===== config.mk =====
export PLATFORM = sky130hd
export DESIGN_NAME = bus_arbiter2_flat
export DESIGN_NICKNAME = d
export VERILOG_FILES = /design/src/rtl/bus_arbiter2_if.sv /design/src/rtl/bus_arbiter2.sv /design/src/flat_wrapper.sv
export SDC_FILE = /design/constraint.sdc
export NUM_CORES = 1
export LEC_CHECK = 0
export CAP_MARGIN = 5
export CORE_MARGIN = 3
export CORE_UTILIZATION = 37
export DETAILED_ROUTE_END_ITERATION = 6
export PLACE_DENSITY = 0.75
export SLEW_MARGIN = 20
export SYNTH_ARGS = -nofsm -noshare
export SYNTH_HDL_FRONTEND = slang
export SYNTH_SLANG_ARGS = --single-unit

===== constraint.sdc =====
create_clock -name clk -period 2 [get_ports clk]
set_input_delay 0.4 -clock clk [delete_from_list [all_inputs] [get_ports clk]]
set_output_delay 0.4 -clock clk [all_outputs]
set_load 0.02 [all_outputs]

===== src/rtl/bus_arbiter2_if.sv =====
// Bus bundle between the two requesters, the arbiter and the shared slave port.
// The arbiter uses the "master" view because it drives the slave bus.
// The "slave" view is the environment side: requesters and the slave.
interface bus_arbiter2_if;
  localparam int unsigned DATA_W = 32;

  // requester side
  logic              m0_req_i;
  logic              m1_req_i;
  logic              m0_we_i;
  logic              m1_we_i;
  logic [DATA_W-1:0] m0_addr_i;
  logic [DATA_W-1:0] m1_addr_i;
  logic [DATA_W-1:0] m0_wdata_i;
  logic [DATA_W-1:0] m1_wdata_i;
  logic [DATA_W-1:0] m0_rdata_o;
  logic [DATA_W-1:0] m1_rdata_o;
  logic              m0_ack_o;
  logic              m1_ack_o;
  logic              m0_err_o;
  logic              m1_err_o;

  // slave side
  logic              s_rd_en_o;
  logic              s_wr_en_o;
  logic [DATA_W-1:0] s_addr_o;
  logic [DATA_W-1:0] s_data_o;
  logic [DATA_W-1:0] s_data_i;
  logic              s_ack_i;

  modport master (
    input  m0_req_i, m1_req_i, m0_we_i, m1_we_i,
    input  m0_addr_i, m1_addr_i, m0_wdata_i, m1_wdata_i,
    output m0_rdata_o, m1_rdata_o, m0_ack_o, m1_ack_o, m0_err_o, m1_err_o,
    output s_rd_en_o, s_wr_en_o, s_addr_o, s_data_o,
    input  s_data_i, s_ack_i
  );

  modport slave (
    output m0_req_i, m1_req_i, m0_we_i, m1_we_i,
    output m0_addr_i, m1_addr_i, m0_wdata_i, m1_wdata_i,
    input  m0_rdata_o, m1_rdata_o, m0_ack_o, m1_ack_o, m0_err_o, m1_err_o,
    input  s_rd_en_o, s_wr_en_o, s_addr_o, s_data_o,
    output s_data_i, s_ack_i
  );
endinterface


===== src/rtl/bus_arbiter2.sv =====
// Two-master, one-slave round-robin bus arbiter with bounded ack timeout.
// One transaction in flight; all outputs registered.
module bus_arbiter2 #(
  parameter int unsigned TIMEOUT_CYCLES = 16,
  parameter logic [31:0] ERR_DATA       = 32'hDEADBEEF
) (
  input  logic              clk,
  input  logic              rst_n,
  bus_arbiter2_if.master    bus
);
  localparam int unsigned DATA_W = 32;
  localparam int unsigned CNT_W  = 8;
  localparam logic [CNT_W-1:0] CNT_LAST = CNT_W'(TIMEOUT_CYCLES - 1);

  typedef enum logic [1:0] {IDLE, ACCESS, WAIT, DONE} state_t;

  state_t              r_state, w_state_nxt;
  logic                r_last_grant, w_last_grant_nxt;
  logic                r_owner, w_owner_nxt;
  logic                r_we, w_we_nxt;
  logic [CNT_W-1:0]    r_cnt, w_cnt_nxt;
  logic                r_rd_en, w_rd_en_nxt;
  logic                r_wr_en, w_wr_en_nxt;
  logic [DATA_W-1:0]   r_s_addr, w_s_addr_nxt;
  logic [DATA_W-1:0]   r_s_data, w_s_data_nxt;
  logic                r_m0_ack, w_m0_ack_nxt;
  logic                r_m1_ack, w_m1_ack_nxt;
  logic                r_m0_err, w_m0_err_nxt;
  logic                r_m1_err, w_m1_err_nxt;
  logic [DATA_W-1:0]   r_m0_rdata, w_m0_rdata_nxt;
  logic [DATA_W-1:0]   r_m1_rdata, w_m1_rdata_nxt;

  logic                w_any_req;
  logic                w_m1_wins;
  logic [DATA_W-1:0]   w_done_rdata;
  logic                w_done_err;
  logic                w_done;

  // Winner selection: a lone requester wins, a tie goes to the master not granted last.
  always_comb begin
    w_any_req = bus.m0_req_i | bus.m1_req_i;
    w_m1_wins = bus.m1_req_i & (~bus.m0_req_i | ~r_last_grant);
  end

  // Next-state and registered-output logic.
  always_comb begin
    w_state_nxt      = r_state;
    w_last_grant_nxt = r_last_grant;
    w_owner_nxt      = r_owner;
    w_we_nxt         = r_we;
    w_cnt_nxt        = r_cnt;
    w_rd_en_nxt      = 1'b0;
    w_wr_en_nxt      = 1'b0;
    w_s_addr_nxt     = r_s_addr;
    w_s_data_nxt     = r_s_data;
    w_m0_ack_nxt     = 1'b0;
    w_m1_ack_nxt     = 1'b0;
    w_m0_err_nxt     = 1'b0;
    w_m1_err_nxt     = 1'b0;
    w_m0_rdata_nxt   = r_m0_rdata;
    w_m1_rdata_nxt   = r_m1_rdata;
    w_done           = 1'b0;
    w_done_err       = 1'b0;
    w_done_rdata     = bus.s_data_i;

    case (r_state)
      IDLE: begin
        if (w_any_req) begin
          w_owner_nxt      = w_m1_wins;
          w_last_grant_nxt = w_m1_wins;
          w_we_nxt         = w_m1_wins ? bus.m1_we_i    : bus.m0_we_i;
          w_s_addr_nxt     = w_m1_wins ? bus.m1_addr_i  : bus.m0_addr_i;
          w_s_data_nxt     = w_m1_wins ? bus.m1_wdata_i : bus.m0_wdata_i;
          w_rd_en_nxt      = ~w_we_nxt;
          w_wr_en_nxt      = w_we_nxt;
          w_cnt_nxt        = '0;
          w_state_nxt      = ACCESS;
        end
      end
      ACCESS, WAIT: begin
        w_cnt_nxt = r_cnt + CNT_W'(1);
        if (bus.s_ack_i) begin
          w_done       = 1'b1;
          w_done_err   = 1'b0;
          w_done_rdata = bus.s_data_i;
        end else if (r_cnt == CNT_LAST) begin
          w_done       = 1'b1;
          w_done_err   = 1'b1;
          w_done_rdata = ERR_DATA;
        end
        if (w_done) begin
          w_state_nxt = DONE;
          if (r_owner) begin
            w_m1_ack_nxt = 1'b1;
            w_m1_err_nxt = w_done_err;
            if (!r_we) w_m1_rdata_nxt = w_done_rdata;
          end else begin
            w_m0_ack_nxt = 1'b1;
            w_m0_err_nxt = w_done_err;
            if (!r_we) w_m0_rdata_nxt = w_done_rdata;
          end
        end else begin
          w_state_nxt = WAIT;
        end
      end
      DONE: begin
        w_s_addr_nxt = '0;
        w_s_data_nxt = '0;
        w_state_nxt  = IDLE;
      end
      default: begin
        w_s_addr_nxt = '0;
        w_s_data_nxt = '0;
        w_state_nxt  = IDLE;
      end
    endcase
  end

  // State and output registers with synchronous active-low reset.
  always_ff @(posedge clk) begin
    if (!rst_n) begin
      r_state      <= IDLE;
      r_last_grant <= 1'b1;
      r_owner      <= 1'b0;
      r_we         <= 1'b0;
      r_cnt        <= '0;
      r_rd_en      <= 1'b0;
      r_wr_en      <= 1'b0;
      r_s_addr     <= '0;
      r_s_data     <= '0;
      r_m0_ack     <= 1'b0;
      r_m1_ack     <= 1'b0;
      r_m0_err     <= 1'b0;
      r_m1_err     <= 1'b0;
      r_m0_rdata   <= '0;
      r_m1_rdata   <= '0;
    end else begin
      r_state      <= w_state_nxt;
      r_last_grant <= w_last_grant_nxt;
      r_owner      <= w_owner_nxt;
      r_we         <= w_we_nxt;
      r_cnt        <= w_cnt_nxt;
      r_rd_en      <= w_rd_en_nxt;
      r_wr_en      <= w_wr_en_nxt;
      r_s_addr     <= w_s_addr_nxt;
      r_s_data     <= w_s_data_nxt;
      r_m0_ack     <= w_m0_ack_nxt;
      r_m1_ack     <= w_m1_ack_nxt;
      r_m0_err     <= w_m0_err_nxt;
      r_m1_err     <= w_m1_err_nxt;
      r_m0_rdata   <= w_m0_rdata_nxt;
      r_m1_rdata   <= w_m1_rdata_nxt;
    end
  end

  assign bus.s_rd_en_o  = r_rd_en;
  assign bus.s_wr_en_o  = r_wr_en;
  assign bus.s_addr_o   = r_s_addr;
  assign bus.s_data_o   = r_s_data;
  assign bus.m0_ack_o   = r_m0_ack;
  assign bus.m1_ack_o   = r_m1_ack;
  assign bus.m0_err_o   = r_m0_err;
  assign bus.m1_err_o   = r_m1_err;
  assign bus.m0_rdata_o = r_m0_rdata;
  assign bus.m1_rdata_o = r_m1_rdata;
endmodule


===== src/flat_wrapper.sv =====
// flat-port wrapper written by rule: the top's interface ports become plain ports
module bus_arbiter2_flat 
#(
  parameter int unsigned TIMEOUT_CYCLES = 16,
  parameter logic [31:0] ERR_DATA       = 32'hDEADBEEF
)
  (clk, rst_n, bus_m0_req_i, bus_m1_req_i, bus_m0_we_i, bus_m1_we_i, bus_m0_addr_i, bus_m1_addr_i, bus_m0_wdata_i, bus_m1_wdata_i, bus_m0_rdata_o, bus_m1_rdata_o, bus_m0_ack_o, bus_m1_ack_o, bus_m0_err_o, bus_m1_err_o, bus_s_rd_en_o, bus_s_wr_en_o, bus_s_addr_o, bus_s_data_o, bus_s_data_i, bus_s_ack_i);
  bus_arbiter2_if bus_i ();
  input  logic clk;
  input  logic rst_n;
  input wire logic [$bits(bus_i.m0_req_i)-1:0] bus_m0_req_i;
  input wire logic [$bits(bus_i.m1_req_i)-1:0] bus_m1_req_i;
  input wire logic [$bits(bus_i.m0_we_i)-1:0] bus_m0_we_i;
  input wire logic [$bits(bus_i.m1_we_i)-1:0] bus_m1_we_i;
  input wire logic [$bits(bus_i.m0_addr_i)-1:0] bus_m0_addr_i;
  input wire logic [$bits(bus_i.m1_addr_i)-1:0] bus_m1_addr_i;
  input wire logic [$bits(bus_i.m0_wdata_i)-1:0] bus_m0_wdata_i;
  input wire logic [$bits(bus_i.m1_wdata_i)-1:0] bus_m1_wdata_i;
  output wire logic [$bits(bus_i.m0_rdata_o)-1:0] bus_m0_rdata_o;
  output wire logic [$bits(bus_i.m1_rdata_o)-1:0] bus_m1_rdata_o;
  output wire logic [$bits(bus_i.m0_ack_o)-1:0] bus_m0_ack_o;
  output wire logic [$bits(bus_i.m1_ack_o)-1:0] bus_m1_ack_o;
  output wire logic [$bits(bus_i.m0_err_o)-1:0] bus_m0_err_o;
  output wire logic [$bits(bus_i.m1_err_o)-1:0] bus_m1_err_o;
  output wire logic [$bits(bus_i.s_rd_en_o)-1:0] bus_s_rd_en_o;
  output wire logic [$bits(bus_i.s_wr_en_o)-1:0] bus_s_wr_en_o;
  output wire logic [$bits(bus_i.s_addr_o)-1:0] bus_s_addr_o;
  output wire logic [$bits(bus_i.s_data_o)-1:0] bus_s_data_o;
  input wire logic [$bits(bus_i.s_data_i)-1:0] bus_s_data_i;
  input wire logic [$bits(bus_i.s_ack_i)-1:0] bus_s_ack_i;
  assign bus_i.m0_req_i = bus_m0_req_i;
  assign bus_i.m1_req_i = bus_m1_req_i;
  assign bus_i.m0_we_i = bus_m0_we_i;
  assign bus_i.m1_we_i = bus_m1_we_i;
  assign bus_i.m0_addr_i = bus_m0_addr_i;
  assign bus_i.m1_addr_i = bus_m1_addr_i;
  assign bus_i.m0_wdata_i = bus_m0_wdata_i;
  assign bus_i.m1_wdata_i = bus_m1_wdata_i;
  assign bus_m0_rdata_o = bus_i.m0_rdata_o;
  assign bus_m1_rdata_o = bus_i.m1_rdata_o;
  assign bus_m0_ack_o = bus_i.m0_ack_o;
  assign bus_m1_ack_o = bus_i.m1_ack_o;
  assign bus_m0_err_o = bus_i.m0_err_o;
  assign bus_m1_err_o = bus_i.m1_err_o;
  assign bus_s_rd_en_o = bus_i.s_rd_en_o;
  assign bus_s_wr_en_o = bus_i.s_wr_en_o;
  assign bus_s_addr_o = bus_i.s_addr_o;
  assign bus_s_data_o = bus_i.s_data_o;
  assign bus_i.s_data_i = bus_s_data_i;
  assign bus_i.s_ack_i = bus_s_ack_i;
  bus_arbiter2 #(.TIMEOUT_CYCLES(TIMEOUT_CYCLES), .ERR_DATA(ERR_DATA)) u_core (.clk(clk), .rst_n(rst_n), .bus(bus_i));
endmodule

==> impl_metrics.env <==
export IMPL_worst_pin_slew_ps=659
export IMPL_htree_levels=4
export IMPL_diodes=0
export IMPL_area_growth_pct=65.9
export IMPL_viasPerCell=5.20
export IMPL_grtUsageTotal_pct=22.4
export IMPL_powerDensity_nw_per_um2=1210
export IMPL_synth_cells=596
export IMPL_grt_max_degree=51
export IMPL_cellLeakagePower_nw=3.52
export IMPL_path_delay_family="buffers and inverters"
export IMPL_clock_power_share_pct=24.6
export IMPL_seq_area_um2=2940
export IMPL_cts_buffers=17
export IMPL_p_int_w=0.00787
export IMPL_arrival_ps=1430
export IMPL_fmax_mhz=545
export IMPL_synth_area_top_cells="dfxtp_1 48%, mux2i_1 11%, o2bb2ai_1 8.5%"
export IMPL_antenna_found_initial=0
export IMPL_fin_crit_sh_pct=91.7
export IMPL_die_w_um=134
export IMPL_clock_root_buffer="clkbuf_16"
export IMPL_cts_buffer_depth=2
export IMPL_antenna_left=0
export IMPL_seqPwrFrac_pct=33.3
export IMPL_cpMaxStageDelayCell="clkdlybuf4s50_1"
export IMPL_multiInputGateArea_um2=2700
export IMPL_finClkSkew_ps=10.9
export IMPL_path_cells="clkdlybuf4s50_1"
export IMPL_regToRegSetupSlack_ps=200
export IMPL_syn_area_um2=6090
export IMPL_hpwl_um=15500
export IMPL_rsz0062_at_grt="false"
export IMPL_fp_row_count=46
export IMPL_min_path_type="in -> reg"
export IMPL_whs_ps=393
export IMPL_hold_viol_final=0
export IMPL_vias=5848
export IMPL_cpPeakStageDelay_ps=630
export IMPL_yosys_area_top_type="dfxtp_1"
export IMPL_peakVddDrop_mv=0.760
export IMPL_place_congestion=0.811
export IMPL_cp_num_buf_inv=1
export IMPL_required_ps=1600
export IMPL_combPwrFrac_pct=42.1
export IMPL_start_util_pct=38.0
export IMPL_port_buffers=300
export IMPL_drv_slew=0
export IMPL_fill_cells=1356
export IMPL_cts_num_sinks=147
export IMPL_ys_seq_elements=147
export IMPL_final_common_cell="clkdlybuf4s50_1"
export IMPL_setup_violations=0
export IMPL_switching_share_pct=35.6
export IMPL_dieArea_um2=18000
export IMPL_period_needed_ps=1830
export IMPL_post_cts_setup_buffers=0
export IMPL_core_area_um2=16000
export IMPL_setup_worst_path_end_class="primary output"
export IMPL_maxCapViolations=0
export IMPL_die_height_um=134
export IMPL_nNetsFinal=1065
export IMPL_drt_first_pass_iters=5
export IMPL_drive_gt1_share_pct=8.59
export IMPL_grt_overflow=0
export IMPL_synth_seq_area_share_pct=48.3
export IMPL_hp_start="rst_n"
export IMPL_cp_startpoint="u_core.bus.m0_rdata_o[23]"
export IMPL_finalPower_w=0.0122
export IMPL_max_slew_margin_pct=55.6
export IMPL_crit_type="reg -> out"
export IMPL_ys_types=44
export IMPL_yosysWarningCount=0
export IMPL_synth_fp_nets=766
export IMPL_totalNegativeSetupSlack_ps=0
export IMPL_outcome="finished, final reports clean"
export IMPL_avgRoutedWirePerCell_um=18.6
export IMPL_clk_pin_slew_ps=60
export IMPL_mostFrequentLayoutCells="299 x clkdlybuf4s50_1, 147 x dfxtp_1, 68 x mux2i_1"
export IMPL_first_iter_violations=287
export IMPL_switchingPower_w=0.00435
export IMPL_clkLatencyLatePin_ps=420
export IMPL_synth_top_area_share_pct=48.3
export IMPL_path_max_fanout=3
export IMPL_ioPinCount=301
export IMPL_startpoint_type="flip-flop"
export IMPL_cts_tree="built"
export IMPL_drc=0
export IMPL_grt_pass1_wl_um=32300
export IMPL_grt_pass1_vias=5772
export IMPL_syn_area_per_cell_um2=10.2
export IMPL_r2r_start="u_core.r_state[0]"
export IMPL_wirelength_um=20900
[cell usage after synthesis (all sizes together)]
library cell and instances:
o221ai 46, a21oi 57, o31ai 4, o211ai 5, nand3 3, inv 55
a311oi 16, a21o 1, nor2 5, nor3 2, a22oi 1, o2bb2ai 64
o21ai 7, a31oi 16, dfxtp 147, nor2b 1, nand4 1, mux2i 68
clkbuf 24, nand4b 1, nor4 3, and3b 1, nand3b 1, a2111oi 1
or2 2, nand2b 1, or4 4, nand4bb 1, buf 30, or3b 1
ha 3, o21a 1, and3 1, nand2 16, or3 1, nor3b 2
a21boi 1, a211oi 2
[state kept, by name (all words and copies together), names as in the netlist]
name	flops
u_core.bus.m0_rdata_o	32
u_core.bus.m1_rdata_o	32
u_core.bus.s_addr_o	32
u_core.bus.s_data_o	32
u_core.r_cnt	8
u_core.r_state	2
u_core.bus.m0_ack_o	1
u_core.bus.m0_err_o	1
u_core.bus.m1_ack_o	1
u_core.bus.m1_err_o	1
u_core.bus.s_rd_en_o	1
u_core.bus.s_wr_en_o	1
u_core.r_last_grant	1
u_core.r_owner	1
u_core.r_we	1
[layer usage]
layer / up-vias / part of all wire, % / wire (um) / GRT usage (%)
li1: 2856 / - / - / -
met1: 2753 / 41 / 8660 / 27.1
met2: 217 / 47 / 9770 / 36.4
met3: 22 / 10 / 2130 / 10.1
met4: 0 / 1.5 / 306 / 5.66
met5: - / 0 / 0 / 0
[path summary, 6_finish.rpt]
path / to / depth (start not counted)
setup reg to reg: u_core.r_cnt[4] / 5
setup / recovery: bus_m0_rdata_o[23] / 1
hold reg to reg: u_core.bus.m1_rdata_o[3] / 2
hold / removal: u_core.r_owner / 3
[worst min-delay path, stage by stage]
cell	delay (ps)
buf_2	150
inv_1	110
nor2_1	110
[per-stage QoR]
stage | worst slack [ps] | cells | utilization, % | area (um^2)
after CTS | 128 | 1124 | 63.1 | 10100
after detailed placement | -68.0 | 1092 | 59.6 | 9530
after global routing | 25.1 | 1124 | 63.1 | 10100
after global placement | -26.6 | 1092 | 59.6 | 9530
after floorplan | 298 | 596 | - | 6090
final | 166 | 1124 | 63.1 | 10100
[final cells by class]
| type | count | area share [%] |
|---|---|---|
| clock inverters | 7 | 0.459 |
| multi-input cells | 340 | 26.7 |
| clock buffers | 25 | 5.11 |
| flip-flops and latches | 147 | 29.1 |
| well taps | 216 | 2.68 |
| repair buffers | 334 | 33.8 |
| inverters | 55 | 2.04 |
[logic make-up after synthesis]
| logic type | Yosys count | synth area share, % |
|---|---|---|
| flip-flops | 147 | 48.3 |
| adder cells (fa/ha/maj) | 3 | 0.617 |
| AO/OA/AOI/OAI | 222 | 27.7 |
| buffers and inverters | 109 | 7.81 |
| AND/OR/NAND/NOR | 47 | 4.32 |
| multiplexers | 68 | 11.2 |
[power by group through the flow]
stage               registers [W]  logic [W]  clock network (W)
CTS                       0.00407    0.00518            0.00306
detailed placement        0.00411    0.00516                  0
floorplan                 0.00484    0.00196                  0
finish                    0.00407    0.00515            0.00301
global route              0.00415    0.00550            0.00317
global placement          0.00411    0.00511                  0
[timing repair]
item	CTS	global route
setup endpoints to repair	0	7
hold buffers	0	0
gates resized for setup	0	1
Note: power is estimated with default switching activity, not from simulation.
